===== config.mk =====
export PLATFORM = sky130hd
export DESIGN_NAME = lcd_value_scheduler
export DESIGN_NICKNAME = d
export VERILOG_FILES = /design/src/rtl/lcd_pkg.sv /design/src/rtl/bin2bcd_seq.sv /design/src/rtl/lcd_value_scheduler.sv
export SDC_FILE = /design/constraint.sdc
export NUM_CORES = 1
export LEC_CHECK = 0
export BUFFER_PORTS_ARGS = -buffer_cell sky130_fd_sc_hd__buf_4
export CAP_MARGIN = 10
export CORE_AREA = 2 2 167 128
export DETAILED_ROUTE_END_ITERATION = 10
export DIE_AREA = 0 0 169 130
export PLACE_DENSITY = 0.73
export SYNTH_ARGS = -nofsm -noshare
export SYNTH_HDL_FRONTEND = slang
export SYNTH_HIERARCHICAL = 1
export SYNTH_SLANG_ARGS = --single-unit
export TNS_END_PERCENT = 100

===== constraint.sdc =====
create_clock -name clk -period 5.5 [get_ports clk]
set_clock_uncertainty 0.2 [all_clocks]
set_input_delay 0.55 -clock clk [delete_from_list [all_inputs] [get_ports clk]]
set_output_delay 0.55 -clock clk [all_outputs]
set_load 0.01 [all_outputs]

===== src/rtl/lcd_pkg.sv =====
// Shared types and constants for the LCD value path.
// Glyph codes 0-9 are decimal digits; the remaining codes below are punctuation.
// glyph_req_t bundles one renderer request (code plus window origin).
package lcd_pkg;

  localparam int unsigned GLYPH_W = 4;
  localparam int unsigned COORD_W = 16;

  typedef logic [GLYPH_W-1:0] glyph_t;
  typedef logic [COORD_W-1:0] coord_t;

  localparam glyph_t GLYPH_DOT   = 4'd10;
  localparam glyph_t GLYPH_MINUS = 4'd11;
  localparam glyph_t GLYPH_BLANK = 4'd12;

  typedef struct packed {
    glyph_t code;
    coord_t x;
    coord_t y;
  } glyph_req_t;

  typedef enum logic [2:0] {
    S_IDLE,
    S_SNAP,
    S_CHECK,
    S_CONV,
    S_EMIT,
    S_WAIT,
    S_NEXT
  } sched_state_t;

endpackage


===== src/rtl/bin2bcd_seq.sv =====
// Sequential binary-to-BCD converter (shift-add-3, one input bit per cycle).
// Ports:
//   clk, rst      clock, asynchronous active-high reset
//   start         load bin and begin conversion (ignored while running)
//   bin           unsigned binary input
//   done          one-cycle pulse when bcd/overflow are final
//   bcd           DIGITS packed BCD digits, digit i at [4*i +: 4]; held until next start
//   overflow      value needed more than DIGITS digits (bcd then holds low digits only)
module bin2bcd_seq #(
  parameter int unsigned BITS   = 17,
  parameter int unsigned DIGITS = 5
) (
  input  logic                  clk,
  input  logic                  rst,
  input  logic                  start,
  input  logic [BITS-1:0]       bin,
  output logic                  done,
  output logic [4*DIGITS-1:0]   bcd,
  output logic                  overflow
);

  localparam int unsigned CNT_W = $clog2(BITS + 1);

  logic              run;
  logic [CNT_W-1:0]  cnt;
  logic [BITS-1:0]   sh;
  logic [4*DIGITS-1:0] adj;

  // Add 3 to every digit >= 5 before the shift.
  always_comb begin
    adj = bcd;
    for (int i = 0; i < int'(DIGITS); i++) begin
      if (bcd[4*i +: 4] >= 4'd5) adj[4*i +: 4] = bcd[4*i +: 4] + 4'd3;
    end
  end

  // Any bit shifted out of the top digit means the value does not fit.
  always_ff @(posedge clk or posedge rst) begin
    if (rst) begin
      run      <= 1'b0;
      cnt      <= '0;
      sh       <= '0;
      bcd      <= '0;
      overflow <= 1'b0;
      done     <= 1'b0;
    end else begin
      done <= 1'b0;
      if (start && !run) begin
        run      <= 1'b1;
        cnt      <= CNT_W'(BITS);
        sh       <= bin;
        bcd      <= '0;
        overflow <= 1'b0;
      end else if (run) begin
        bcd      <= {adj[4*DIGITS-2:0], sh[BITS-1]};
        overflow <= overflow | adj[4*DIGITS-1];
        sh       <= sh << 1;
        cnt      <= cnt - 1'b1;
        if (cnt == CNT_W'(1)) begin
          run  <= 1'b0;
          done <= 1'b1;
        end
      end
    end
  end

endmodule


===== src/rtl/lcd_value_scheduler.sv =====
// Latches NUM_CH signed fixed-point readings, converts each changed channel to
// a decimal text field (sign, blanked integer digits, '.', fraction) and streams
// glyph requests to the renderer over a valid/ack handshake.
// Ports:
//   clk, rst          clock, asynchronous active-high reset
//   val_valid         one-cycle strobe qualifying val_data
//   val_data          channel c at [c*VAL_W +: VAL_W], two's complement
//   char_valid        glyph request pending
//   char_code         glyph index (0-9 digit, 10 '.', 11 '-', 12 blank)
//   char_x, char_y    glyph window origin
//   char_ack          renderer finished the current glyph (rising edge counts)
//   frame_done        one-cycle pulse at end of each processed frame
//   busy              high from snapshot acceptance until frame_done
module lcd_value_scheduler
  import lcd_pkg::*;
#(
  parameter int unsigned NUM_CH      = 2,
  parameter int unsigned VAL_W       = 16,
  parameter int unsigned INT_DIGITS  = 3,
  parameter int unsigned FRAC_DIGITS = 2,
  parameter int unsigned X0          = 16,
  parameter int unsigned Y0          = 40,
  parameter int unsigned CHAR_W      = 16,
  parameter int unsigned ROW_H       = 32
) (
  input  logic                     clk,
  input  logic                     rst,
  input  logic                     val_valid,
  input  logic [NUM_CH*VAL_W-1:0]  val_data,
  output logic                     char_valid,
  output logic [GLYPH_W-1:0]       char_code,
  output logic [COORD_W-1:0]       char_x,
  output logic [COORD_W-1:0]       char_y,
  input  logic                     char_ack,
  output logic                     frame_done,
  output logic                     busy
);

  localparam int unsigned N_DIG = INT_DIGITS + FRAC_DIGITS;
  localparam int unsigned CPC   = 2 + N_DIG;
  localparam int unsigned MAG_W = VAL_W + 1;
  localparam int unsigned C_W   = (NUM_CH > 1) ? $clog2(NUM_CH) : 1;
  localparam int unsigned K_W   = $clog2(CPC);

  sched_state_t state, state_d;

  logic [NUM_CH*VAL_W-1:0] snap, shadow, last_drawn;
  logic                    pending, force_all;
  logic [C_W-1:0]          c;
  logic [K_W-1:0]          k;
  logic                    ack_prev, ack_hit;

  logic [VAL_W-1:0]        cur;
  logic [MAG_W-1:0]        cur_ext, cur_mag;
  logic                    neg_nz, changed;

  logic                    conv_start, conv_done, conv_ovf;
  logic [4*N_DIG-1:0]      conv_bcd, disp;
  logic [N_DIG-1:0]        upper_zero;
  glyph_t                  field [CPC];

  glyph_req_t              req_q, req_d;
  logic                    char_valid_d, frame_done_d, busy_d;

  // Current channel value and its magnitude in VAL_W+1 bits (most negative is exact).
  assign cur     = snap[c*VAL_W +: VAL_W];
  assign cur_ext = {cur[VAL_W-1], cur};
  assign cur_mag = cur[VAL_W-1] ? (~cur_ext + MAG_W'(1)) : cur_ext;
  assign neg_nz  = cur[VAL_W-1] && (cur_mag != '0);
  assign changed = force_all || (cur != last_drawn[c*VAL_W +: VAL_W]);

  bin2bcd_seq #(
    .BITS   (MAG_W),
    .DIGITS (N_DIG)
  ) u_bcd (
    .clk      (clk),
    .rst      (rst),
    .start    (conv_start),
    .bin      (cur_mag),
    .done     (conv_done),
    .bcd      (conv_bcd),
    .overflow (conv_ovf)
  );

  // Saturate to all nines when the magnitude does not fit the field.
  assign disp = conv_ovf ? {N_DIG{4'd9}} : conv_bcd;

  // upper_zero[j]: digits N_DIG-1 down to j are all zero.
  for (genvar g = 0; g < int'(N_DIG); g++) begin : g_lz
    assign upper_zero[g] = (disp[4*N_DIG-1:4*g] == '0);
  end

  // Glyph code for every character position of the field.
  for (genvar g = 0; g < int'(CPC); g++) begin : g_field
    if (g == 0) begin : g_sign
      assign field[g] = neg_nz ? GLYPH_MINUS : GLYPH_BLANK;
    end else if (g < int'(INT_DIGITS)) begin : g_int_lead
      assign field[g] = upper_zero[N_DIG-g] ? GLYPH_BLANK
                                            : glyph_t'(disp[4*(N_DIG-g) +: 4]);
    end else if (g == int'(INT_DIGITS)) begin : g_int_last
      assign field[g] = glyph_t'(disp[4*(N_DIG-g) +: 4]);
    end else if (g == int'(INT_DIGITS) + 1) begin : g_dot
      assign field[g] = GLYPH_DOT;
    end else begin : g_frac
      assign field[g] = glyph_t'(disp[4*(N_DIG+1-g) +: 4]);
    end
  end

  // Only a fresh rising edge of ack while a request is up advances the field.
  assign ack_hit = char_valid && char_ack && !ack_prev;

  // Next-state and next-output logic.
  always_comb begin
    state_d      = state;
    char_valid_d = 1'b0;
    req_d        = req_q;
    frame_done_d = 1'b0;
    conv_start   = 1'b0;
    case (state)
      S_IDLE: begin
        if (!frame_done && (val_valid || pending)) state_d = S_SNAP;
      end
      S_SNAP: state_d = S_CHECK;
      S_CHECK: begin
        if (changed) begin
          conv_start = 1'b1;
          state_d    = S_CONV;
        end else begin
          state_d = S_NEXT;
        end
      end
      S_CONV: begin
        if (conv_done) state_d = S_EMIT;
      end
      S_EMIT: begin
        char_valid_d = 1'b1;
        req_d.code   = field[k];
        req_d.x      = COORD_W'(X0) + COORD_W'(k) * COORD_W'(CHAR_W);
        req_d.y      = COORD_W'(Y0) + COORD_W'(c) * COORD_W'(ROW_H);
        state_d      = S_WAIT;
      end
      S_WAIT: begin
        char_valid_d = char_valid;
        if (ack_hit) begin
          char_valid_d = 1'b0;
          state_d      = (k == K_W'(CPC-1)) ? S_NEXT : S_EMIT;
        end
      end
      S_NEXT: begin
        if (c == C_W'(NUM_CH-1)) begin
          frame_done_d = 1'b1;
          state_d      = S_IDLE;
        end else begin
          state_d = S_CHECK;
        end
      end
      default: state_d = S_IDLE;
    endcase
    busy_d = (state_d != S_IDLE);
  end

  // State and registered outputs.
  always_ff @(posedge clk or posedge rst) begin
    if (rst) begin
      state      <= S_IDLE;
      char_valid <= 1'b0;
      req_q      <= '0;
      frame_done <= 1'b0;
      busy       <= 1'b0;
    end else begin
      state      <= state_d;
      char_valid <= char_valid_d;
      req_q      <= req_d;
      frame_done <= frame_done_d;
      busy       <= busy_d;
    end
  end

  assign char_code = req_q.code;
  assign char_x    = req_q.x;
  assign char_y    = req_q.y;

  // Snapshot, queued frame, redraw bookkeeping and field/channel indices.
  always_ff @(posedge clk or posedge rst) begin
    if (rst) begin
      snap       <= '0;
      shadow     <= '0;
      last_drawn <= '0;
      pending    <= 1'b0;
      force_all  <= 1'b1;
      c          <= '0;
      k          <= '0;
      ack_prev   <= 1'b0;
    end else begin
      ack_prev <= char_ack;
      // A strobe that cannot start a frame now is queued; latest wins.
      if (val_valid && (state != S_IDLE || frame_done)) begin
        shadow  <= val_data;
        pending <= 1'b1;
      end
      case (state)
        S_IDLE: begin
          if (!frame_done) begin
            if (val_valid) begin
              snap    <= val_data;
              pending <= 1'b0;
            end else if (pending) begin
              snap    <= shadow;
              pending <= 1'b0;
            end
          end
        end
        S_SNAP:  c <= '0;
        S_CHECK: k <= '0;
        S_WAIT: begin
          if (ack_hit) begin
            if (k == K_W'(CPC-1)) last_drawn[c*VAL_W +: VAL_W] <= cur;
            else                  k <= k + 1'b1;
          end
        end
        S_NEXT: begin
          if (c == C_W'(NUM_CH-1)) force_all <= 1'b0;
          else                     c <= c + 1'b1;
        end
        default: ;
      endcase
    end
  end

endmodule


==> results of run 1 <==
==> critical path, cell delays in order (launching register included) <==
cell and delay (ns):
sky130_fd_sc_hd__dfrtp_2 0.46, sky130_fd_sc_hd__buf_4 0.48, sky130_fd_sc_hd__mux2i_1 0.25, sky130_fd_sc_hd__buf_4 0.24, sky130_fd_sc_hd__xnor2_1 0.09, sky130_fd_sc_hd__o41ai_1 0.34, sky130_fd_sc_hd__o221ai_1 0.19, sky130_fd_sc_hd__and2_1 0.19
sky130_fd_sc_hd__nor2_1 0.76, sky130_fd_sc_hd__a21oi_1 0.08, sky130_fd_sc_hd__nor2_1 0.13, sky130_fd_sc_hd__a41oi_1 0.05
==> metrics by stage <==
stage                     worst slack (ns)  instance area [um^2]  instances
after floorplan                       1.57                  9150        895
after global placement                1.96                  9490       1143
after detailed placement              1.92                  9490       1143
after CTS                             1.87                 10100       1173
after global routing                  1.63                 10100       1173
final                                 1.87                 10100       1173
==> worst min path at each step <==
stage                                        start                      end  slack (ns)  cells after the start
after global routing                      char_ack       ack_prev$_DFF_PP0_        0.03                      1
after detailed placement   u_bcd/sh[5]$_DFFE_PP0P_  u_bcd/sh[6]$_DFFE_PP0P_        0.26                      2
after CTS                                 char_ack       ack_prev$_DFF_PP0_        0.03                      1
after floorplan           u_bcd/cnt[4]$_DFFE_PP0P_     u_bcd/done$_DFF_PP0_        0.23                      1
after global placement       char_y[3]$_DFFE_PP0P_    char_y[3]$_DFFE_PP0P_        0.25                      1
final                                     char_ack       ack_prev$_DFF_PP0_        0.04                      1
==> kinds of logic after synthesis <==
group                    after synthesis  share of synthesized area [%]
adder cells (fa/ha/maj)               15                           2.07
flip-flops                           165                           45.6
other                                  1                         0.0414
multiplexers                         142                           16.6
buffers and inverters                 96                           5.82
AND/OR/NAND/NOR                      240                           13.7
XOR/XNOR                              49                           4.74
AO/OA/AOI/OAI                        162                           11.5
==> sequential cells by signal, indices dropped and copies added, names as in the netlist, 3 cells and up <==
register / cells
char_y: 3
u_bcd/sh: 17
u_bcd/cnt: 5
shadow: 32
last_drawn: 32
char_x: 4
snap: 32
char_code: 4
state: 3
u_bcd/bcd: 20
k: 3
==> final cells by class <==
cell class	instances	area share, %
sequential	165	40.9
clock buffer	22	4.69
multi-input combinational	634	44.5
inverter	22	0.842
timing repair buffer	58	4.31
tap	264	3.27
clock inverter	8	1.45
==> power groups by stage <==
stage | logic, mW | registers [mW] | clock network (mW)
6_report | 2.01 | 2.00 | 1.26
3_5_place_dp | 2.00 | 2.00 | 0
3_3_place_gp | 1.95 | 1.99 | 0
4_1_cts | 2.02 | 1.99 | 1.29
2_1_floorplan | 1.75 | 1.82 | 0
5_1_grt | 2.26 | 2.05 | 1.33
==> cells in the final DEF, fill, tap and decap left out, types with 10 or more instances in the layout <==
master,count
sky130_fd_sc_hd__mux2i_1,75
sky130_fd_sc_hd__o21ai_0,48
sky130_fd_sc_hd__conb_1,26
sky130_fd_sc_hd__mux2_2,67
sky130_fd_sc_hd__a21oi_1,48
sky130_fd_sc_hd__nand2b_1,10
sky130_fd_sc_hd__nor3_1,19
sky130_fd_sc_hd__ha_1,15
sky130_fd_sc_hd__xnor2_1,31
sky130_fd_sc_hd__a22o_1,10
sky130_fd_sc_hd__nand2_1,66
sky130_fd_sc_hd__xor2_1,18
sky130_fd_sc_hd__inv_1,20
sky130_fd_sc_hd__dfrtp_1,162
sky130_fd_sc_hd__clkbuf_16,17
sky130_fd_sc_hd__buf_4,58
sky130_fd_sc_hd__nor2_1,69
==> metal layers <==
| metal | global-route usage (%) | vias to the layer above | part of all wire, % |
|---|---|---|---|
| met4 | 5.38 | 0 | 1.2 |
| met5 | 0 | - | 0 |
| met1 | 26.7 | 3097 | 52 |
| li1 | - | 3079 | - |
| met3 | 3.67 | 18 | 4.8 |
| met2 | 25.0 | 149 | 42 |
==> results.sh, run 1 <==
export IMPL_cts_htree_levels=4
export IMPL_leading_post_synthesis_cells_by_cell_area="sky130_fd_sc_hd__dfrtp_1, sky130_fd_sc_hd__mux2_2, sky130_fd_sc_hd__mux2i_1"
export IMPL_residual_overflow_from_global_routing=0
export IMPL_effective_utilization_at_floorplan_pct=44.0
export IMPL_setup_repair_after_global_routing_missed_its_margin="no"
export IMPL_netlist_area_leader_share_pct=45.3
export IMPL_detail_route_iter0_violations=489
export IMPL_drive_above_1_share_pct=19.1
export IMPL_clockPowerShare_pct=23.9
export IMPL_p_leak_nw=4.64
export IMPL_timing_max_cap_violations=0
export IMPL_cell_internal_pwr_mw=3.26
export IMPL_fin_util_pct=49.0
export IMPL_period_share_pct=66.0
export IMPL_die_width_um=169
export IMPL_synth_most_common_cell="sky130_fd_sc_hd__dfrtp_1"
export IMPL_wirelength_mm=18.5
export IMPL_worstMarginPinSlew_ns=0.981
export IMPL_worst_skew_pair_late_latency_ns=0.43
export IMPL_number_of_cts_inserted_buffers=17
export IMPL_fp_dieArea_um2=22000
export IMPL_ys_seq_area_share_pct=45.6
export IMPL_synth_yosys_warnings=6
export IMPL_cts_root_buffer="sky130_fd_sc_hd__clkbuf_16"
export IMPL_detailroute_via_count=6343
export IMPL_wl_per_cell_um=15.7
export IMPL_route_antenna_remaining_nets=0
export IMPL_syn_avg_cell_area_um2=10.4
export IMPL_worstHoldPathType="input port to flip-flop"
export IMPL_reg_clk_slew_reported_paths_ns=0.06
export IMPL_tritoncts_num_sinks=165
export IMPL_power_density_nw_per_um2=521
export IMPL_required_ns=5.56
export IMPL_finalHoldWorstSlack_ns=0.0419
export IMPL_area_taken_by_multi_input_logic_gates_um2=4500
export IMPL_critical_path_endpoint="u_bcd/cnt[4]$_DFFE_PP0P_"
export IMPL_yosys_top_cells_count="sky130_fd_sc_hd__dfrtp_1, sky130_fd_sc_hd__mux2i_1, sky130_fd_sc_hd__nor2_1"
export IMPL_cts_hold_fix_buffers=0
export IMPL_die_h_um=130
export IMPL_final_net_count=949
export IMPL_ys_async_sr_fraction_pct=100
export IMPL_p_sw_mw=2.01
export IMPL_run_status="finished clean"
export IMPL_cts_setup_buffers=0
export IMPL_gpl_final_weighted_congestion=0.893
export IMPL_worstSetupEndpointType="flip-flop"
export IMPL_timing_critical_path_from="c$_DFFE_PP0P_"
export IMPL_final_setup_tns_ns=0
export IMPL_final_setup_violation_count=0
export IMPL_combinationalPowerShare_pct=38.2
export IMPL_crit_path_max_fanout=47
export IMPL_r2r_slack_ns=1.87
export IMPL_grt_first_pass_wirelength_mm=30.5
export IMPL_setup_worst_path_start_class="flip-flop"
export IMPL_power_total_mw=5.27
export IMPL_drt_pass1_iterations=5
export IMPL_synthFlopType="sky130_fd_sc_hd__dfrtp_1"
export IMPL_antenna_found_initial=0
export IMPL_cts_tree="done"
export IMPL_via_per_inst=5.41
export IMPL_num_antenna_cells=0
export IMPL_report_final_slew_viol_count=0
export IMPL_row_count=46
export IMPL_arrival_ns=3.69
export IMPL_ir_worst_vdd_uv=251
export IMPL_grt_max_degree=83
export IMPL_critical_path_start_end_classification="flip-flop to flip-flop"
export IMPL_max_freq_mhz=275
export IMPL_drc=0
export IMPL_final_hold_viol_count=0
export IMPL_clock_path_buffers=2
export IMPL_via_count_of_the_first_global_routing_pass=5859
export IMPL_post_synthesis_cell_type_with_the_largest_combined_area="sky130_fd_sc_hd__dfrtp_1"
export IMPL_post_synth_instance_area_um2=9060
export IMPL_worst_r2r_path_depth=11
export IMPL_ios=75
export IMPL_post_synth_inst_count=870
export IMPL_seq_power_share_pct=37.9
export IMPL_register_area_um2=4130
export IMPL_max_slew_headroom_at_the_worst_pin_pct=34.3
export IMPL_track_usage_pct=17.5
export IMPL_synth_enable_flop_cells=0
export IMPL_core_area_um2=20600
export IMPL_p_sw_share_pct=38.1
export IMPL_netlist_cell_type_count=71
export IMPL_port_buffer_count=49
export IMPL_cts_resized=0
export IMPL_area_growth_synth_to_final_pct=11.6
export IMPL_reg_to_reg_critical_path_startpoint="c$_DFFE_PP0P_"
export IMPL_fin_crit_ns=3.63
export IMPL_post_dp_hpwl_mm=12.7
export IMPL_regToRegEndpoint="u_bcd/cnt[4]$_DFFE_PP0P_"
export IMPL_layout_filler_cells=1865
export IMPL_ys_seq_elements=165
Note: power is estimated with default switching activity, not from simulation.
==> inputs of run 2 (changes only) <==
==> constraint.sdc (replaced) <==
create_clock -name clk -period 3.4 [get_ports clk]
set_clock_uncertainty 0.2 [all_clocks]
set_input_delay 0.34 -clock clk [delete_from_list [all_inputs] [get_ports clk]]
set_output_delay 0.34 -clock clk [all_outputs]
set_load 0.01 [all_outputs]
==> results.sh, run 2 (synthesis results as in run 1) <==
export IMPL_fp_dieArea_um2=22000
export IMPL_timing_max_cap_violations=0
export IMPL_cts_tree="done"
export IMPL_p_sw_mw=3.42
export IMPL_residual_overflow_from_global_routing=0
export IMPL_grt_first_pass_wirelength_mm=31.5
export IMPL_grt_max_degree=121
export IMPL_die_width_um=169
export IMPL_final_hold_viol_count=0
export IMPL_mostFrequentLayoutCell="sky130_fd_sc_hd__dfrtp_1"
export IMPL_period_share_pct=94.1
export IMPL_worstHoldPathType="flip-flop to flip-flop"
export IMPL_clock_path_buffers=2
export IMPL_setup_worst_path_start_class="flip-flop"
export IMPL_power_density_nw_per_um2=811
export IMPL_wirelength_mm=19.3
export IMPL_worst_skew_pair_late_latency_ns=0.43
export IMPL_fin_crit_ns=3.20
export IMPL_cts_htree_levels=4
export IMPL_gpl_final_weighted_congestion=0.900
export IMPL_post_dp_hpwl_mm=13.4
export IMPL_hp_start="u_bcd/cnt[4]$_DFFE_PP0P_"
export IMPL_route_antenna_remaining_nets=0
export IMPL_number_of_cts_inserted_buffers=17
export IMPL_p_sw_share_pct=39.9
export IMPL_port_buffer_count=49
export IMPL_required_ns=3.55
export IMPL_drc=0
export IMPL_drt_pass1_iterations=5
export IMPL_worstSetupEndpointType="flip-flop"
export IMPL_ios=75
export IMPL_final_setup_tns_ns=0
export IMPL_final_setup_violation_count=0
export IMPL_worstMarginPinSlew_ns=0.789
export IMPL_effective_utilization_at_floorplan_pct=44.0
export IMPL_row_count=46
export IMPL_detail_route_iter0_violations=392
export IMPL_seq_power_share_pct=37.8
export IMPL_detailroute_via_count=6578
export IMPL_final_cell_mix="sky130_fd_sc_hd__dfrtp_1, sky130_fd_sc_hd__mux2i_1, sky130_fd_sc_hd__buf_4"
export IMPL_fin_ws_ns=0.200
export IMPL_timing_critical_path_from="c$_DFFE_PP0P_"
export IMPL_run_status="finished clean"
export IMPL_antenna_found_initial=0
export IMPL_die_h_um=130
export IMPL_via_per_inst=5.35
export IMPL_report_final_slew_viol_count=0
export IMPL_max_slew_headroom_at_the_worst_pin_pct=47.4
export IMPL_cell_internal_pwr_mw=5.16
export IMPL_ir_worst_vdd_uv=344
export IMPL_wl_per_cell_um=15.7
export IMPL_critical_path_start_end_classification="flip-flop to flip-flop"
export IMPL_reg_clk_slew_reported_paths_ns=0.07
export IMPL_core_area_um2=20600
export IMPL_tritoncts_num_sinks=165
export IMPL_num_antenna_cells=0
export IMPL_p_leak_nw=4.86
export IMPL_cts_setup_buffers=0
export IMPL_track_usage_pct=18.1
export IMPL_max_freq_mhz=312
export IMPL_cts_root_buffer="sky130_fd_sc_hd__clkbuf_16"
export IMPL_final_net_count=1003
export IMPL_drive_above_1_share_pct=20.6
export IMPL_via_count_of_the_first_global_routing_pass=6138
export IMPL_area_growth_synth_to_final_pct=16.8
export IMPL_combinationalPowerShare_pct=40.1
export IMPL_reg_to_reg_critical_path_startpoint="c$_DFFE_PP0P_"
export IMPL_crit_path_max_fanout=25
export IMPL_clockPowerShare_pct=22.1
export IMPL_registers_with_the_most_flip_flops="last_drawn (32), shadow (32), snap (32)"
export IMPL_placement_setup_slack_ns=0.183
export IMPL_arrival_ns=3.35
==> run 2: cell types whose count changed in the layout (fill, tap and decap cells not counted), sizes merged <==
cell         change
inv              +5
clkbuf           -5
dlygate4sd3     +34
clkinv           +3
buf             +20
clkinvlp         +2
bufinv           -3
==> run 2: routing by layer <==
layer / wire, um / vias to the layer above / GRT usage (%)
met2: 8210 / 154 / 26.6
met1: 9880 / 3207 / 27.0
li1: - / 3204 / -
met4: 138 / 0 / 4.42
met5: 0 / - / 0
met3: 1060 / 13 / 4.25
==> run 2: what timing repair did <==
| item | in CTS | in global routing |
|---|---|---|
| hold buffers | 34 | 0 |
| resized for setup | 0 | 2 |
| setup endpoints to repair | 0 | 3 |
| endpoints found under the hold margin | 169 | 0 |
==> run 2: per-stage QoR <==
stage	area [um^2]	hold WS (ns)	total power [mW]	utilization (%)	std cells
after global placement	9660	0.225	6.54	46.9	1163
after floorplan	9160	0.171	5.76	-	895
after global routing	10600	0.307	9.20	51.3	1229
after detailed placement	9660	0.219	6.64	46.9	1163
final	10600	0.275	8.58	51.3	1229
after CTS	10600	0.277	8.59	51.3	1229
==> run 2: path summary, 6_finish.rpt <==
path                                            endpoint  slack [ns]  cells past startpoint
worst max-delay path            char_code[0]$_DFFE_PP0P_        0.20                     10
worst min-delay path                u_bcd/done$_DFF_PP0_        0.27                      1
worst max register to register  char_code[0]$_DFFE_PP0P_        0.20                     10
worst min register to register      u_bcd/done$_DFF_PP0_        0.27                      1
max in group asynchronous       u_bcd/sh[15]$_DFFE_PP0P_        1.96                      4
min in group asynchronous        u_bcd/sh[2]$_DFFE_PP0P_        0.29                      3
==> run 2: power groups by stage <==
| stage | registers [mW] | logic (mW) | clock network [mW] |
|---|---|---|---|
| final | 3.24 | 3.44 | 1.89 |
| after global routing | 3.34 | 3.84 | 2.03 |
| after CTS | 3.23 | 3.43 | 1.94 |
| after detailed placement | 3.26 | 3.39 | 0 |
| after global placement | 3.24 | 3.30 | 0 |
| after floorplan | 2.94 | 2.82 | 0 |
==> run 2: final cells by class <==
cell class | count | area (um^2)
clock buffer | 17 | 425
clock inverter | 15 | 144
fill | 1797 | 10000
inverter | 22 | 86.3
multi-input combinational | 634 | 4510
sequential | 165 | 4130
tap | 264 | 330
timing repair buffer | 112 | 955
==> run 2: critical path, cell delays in order, from the launching register on <==
cell and delay, ns:
sky130_fd_sc_hd__dfrtp_2 0.42, sky130_fd_sc_hd__buf_4 0.23, sky130_fd_sc_hd__buf_6 0.25, sky130_fd_sc_hd__nor3b_4 0.29, sky130_fd_sc_hd__o22ai_1 0.20, sky130_fd_sc_hd__o41ai_2 0.33, sky130_fd_sc_hd__xor2_1 0.29, sky130_fd_sc_hd__nor4_1 0.12
sky130_fd_sc_hd__a2111oi_2 0.49, sky130_fd_sc_hd__nor2_1 0.09, sky130_fd_sc_hd__a31oi_1 0.20
==> inputs of run 3 (changes only) <==
--- a/config.mk
+++ b/config.mk
@@ -11,6 +11,7 @@
 export DETAILED_ROUTE_END_ITERATION = 10
 export DIE_AREA = 0 0 169 130
 export PLACE_DENSITY = 0.73
+export REMOVE_ABC_BUFFERS = 1
 export SYNTH_ARGS = -nofsm -noshare
 export SYNTH_HDL_FRONTEND = slang
 export SYNTH_HIERARCHICAL = 1
==> results.sh, run 3 (synthesis results as in run 1) <==
export IMPL_ir_worst_vdd_uv=374
export IMPL_timing_max_cap_violations=0
export IMPL_fin_crit_ns=3.32
export IMPL_route_antenna_remaining_nets=0
export IMPL_period_share_pct=97.7
export IMPL_mostFrequentLayoutCell="sky130_fd_sc_hd__dfrtp_1"
export IMPL_required_ns=3.47
export IMPL_route_met2_wl_mm=8.39
export IMPL_critical_path_start_end_classification="flip-flop to flip-flop"
export IMPL_final_hold_viol_count=0
export IMPL_area_growth_synth_to_final_pct=16.1
export IMPL_grt_first_pass_wirelength_mm=31.4
export IMPL_port_buffer_count=49
export IMPL_arrival_ns=3.39
export IMPL_drt_met1_wl_mm=9.69
export IMPL_crit_path_max_fanout=32
export IMPL_cts_tree="done"
export IMPL_worstHoldPathType="input port to flip-flop"
export IMPL_fp_dieArea_um2=22000
export IMPL_finalHoldWorstSlack_ns=0.250
export IMPL_via_per_inst=5.37
export IMPL_cts_root_buffer="sky130_fd_sc_hd__clkbuf_16"
export IMPL_residual_overflow_from_global_routing=0
export IMPL_clock_path_buffers=2
export IMPL_max_freq_mhz=301
export IMPL_drc=0
export IMPL_final_net_count=994
export IMPL_track_usage_pct=17.9
export IMPL_wirelength_mm=18.9
export IMPL_die_width_um=169
export IMPL_worstMarginPinSlew_ns=0.953
export IMPL_final_setup_tns_ns=0
export IMPL_registers_with_the_most_flip_flops="last_drawn (32), shadow (32), snap (32)"
export IMPL_effective_utilization_at_floorplan_pct=44.0
export IMPL_fin_ws_ns=0.0798
export IMPL_power_density_nw_per_um2=806
export IMPL_worst_path_largest_cell_delay_ns=0.62
export IMPL_final_setup_violation_count=0
export IMPL_tritoncts_num_sinks=165
export IMPL_core_area_um2=20600
export IMPL_cpMaxStageDelayCell="sky130_fd_sc_hd__o41ai_1"
export IMPL_final_cell_mix="sky130_fd_sc_hd__dfrtp_1, sky130_fd_sc_hd__mux2i_1, sky130_fd_sc_hd__nor2_1"
export IMPL_power_total_mw=8.47
export IMPL_report_final_slew_viol_count=0
export IMPL_max_slew_headroom_at_the_worst_pin_pct=36.1
export IMPL_die_h_um=130
export IMPL_via_count_of_the_first_global_routing_pass=6134
export IMPL_highest_layer="met4"
export IMPL_drive_above_1_share_pct=19.4
export IMPL_grt_max_degree=66
export IMPL_drt_pass1_iterations=5
export IMPL_cts_htree_levels=4
export IMPL_number_of_cts_inserted_buffers=17
export IMPL_setup_worst_path_start_class="flip-flop"
export IMPL_antenna_found_initial=0
export IMPL_detailroute_via_count=6550
export IMPL_ios=75
export IMPL_row_count=46
export IMPL_placement_setup_slack_ns=0.236
export IMPL_gpl_final_weighted_congestion=0.853
export IMPL_post_dp_hpwl_mm=12.9
export IMPL_wl_per_cell_um=15.5
export IMPL_run_status="finished clean"
export IMPL_reg_clk_slew_reported_paths_ns=0.06
export IMPL_worst_skew_pair_late_latency_ns=0.43
export IMPL_worstSetupEndpointType="flip-flop"
export IMPL_critical_path_cell_chain="xor2_1 -> nor4_1 -> nand3_1 -> o41ai_1 -> o221ai_1 -> and2_1 -> buf_4 -> nor3_1 -> a21oi_1"
export IMPL_p_leak_nw=4.82
export IMPL_met3RoutedLength_um=658
export IMPL_detail_route_iter0_violations=451
==> run 3: worst max-delay path, delay by kind of cell, from the launching register on <==
kind / cells / cell delay, ns
AO/OA/AOI/OAI: 3 / 1.02
XOR/XNOR: 1 / 0.19
buffers and inverters: 1 / 0.27
flip-flops: 1 / 0.46
AND/OR/NAND/NOR: 4 / 0.99
==> run 3: metal layers <==
layer / vias up / track usage [%]
met1: 3234 / 26.2
met2: 118 / 27.5
met4: 0 / 4.42
li1: 3184 / -
met3: 14 / 3.37
met5: - / 0
==> run 3: worst paths after layout <==
kind / startpoint / endpoint / slack, ns / depth (start not counted)
min reg2reg: char_y[3]$_DFFE_PP0P_ / char_y[3]$_DFFE_PP0P_ / 0.27 / 1
min in group asynchronous: rst / u_bcd/bcd[17]$_DFFE_PP0P_ / 0.40 / 3
max in group asynchronous: rst / force_all$_DFFE_PP1P_ / 1.77 / 4
max reg2reg: snap[1]$_DFFE_PP0P_ / u_bcd/cnt[0]$_DFFE_PP0P_ / 0.08 / 9
min: val_valid / snap[20]$_DFFE_PP0P_ / 0.25 / 3
max: snap[1]$_DFFE_PP0P_ / u_bcd/cnt[0]$_DFFE_PP0P_ / 0.08 / 9
==> run 3: area by class of cell <==
| cell class | instances | area [um^2] |
|---|---|---|
| diodes | 1 | 2.50 |
| well taps | 264 | 330 |
| clock inverters | 9 | 105 |
| fillers | 1840 | 10100 |
| flip-flops and latches | 165 | 4130 |
| clock buffers | 22 | 454 |
| repair buffers | 103 | 896 |
| multi-input cells | 634 | 4510 |
| inverters | 22 | 85.1 |
==> run 3: repair_timing <==
item / in CTS / in global routing
buffers inserted: 0 / 0
endpoints found under the hold margin: 110 / 0
endpoints found under the setup margin: 0 / 2
gates resized for setup: 0 / 1
hold buffers: 34 / 0
==> run 3: metrics by stage <==
| step | std cells | cell area, um^2 | utilization, % |
|---|---|---|---|
| 2_1_floorplan | 821 | 8710 | - |
| 3_3_place_gp | 1154 | 9610 | 46.6 |
| 3_5_place_dp | 1154 | 9610 | 46.6 |
| 4_1_cts | 1219 | 10500 | 51.0 |
| 5_1_grt | 1219 | 10500 | 51.0 |
| 6_report | 1220 | 10500 | 51.0 |
==> run 3: power breakdown <==
part | internal [mW] | switching, mW
registers | 2.47 | 0.783
logic | 1.62 | 1.72
clock network | 1.09 | 0.779
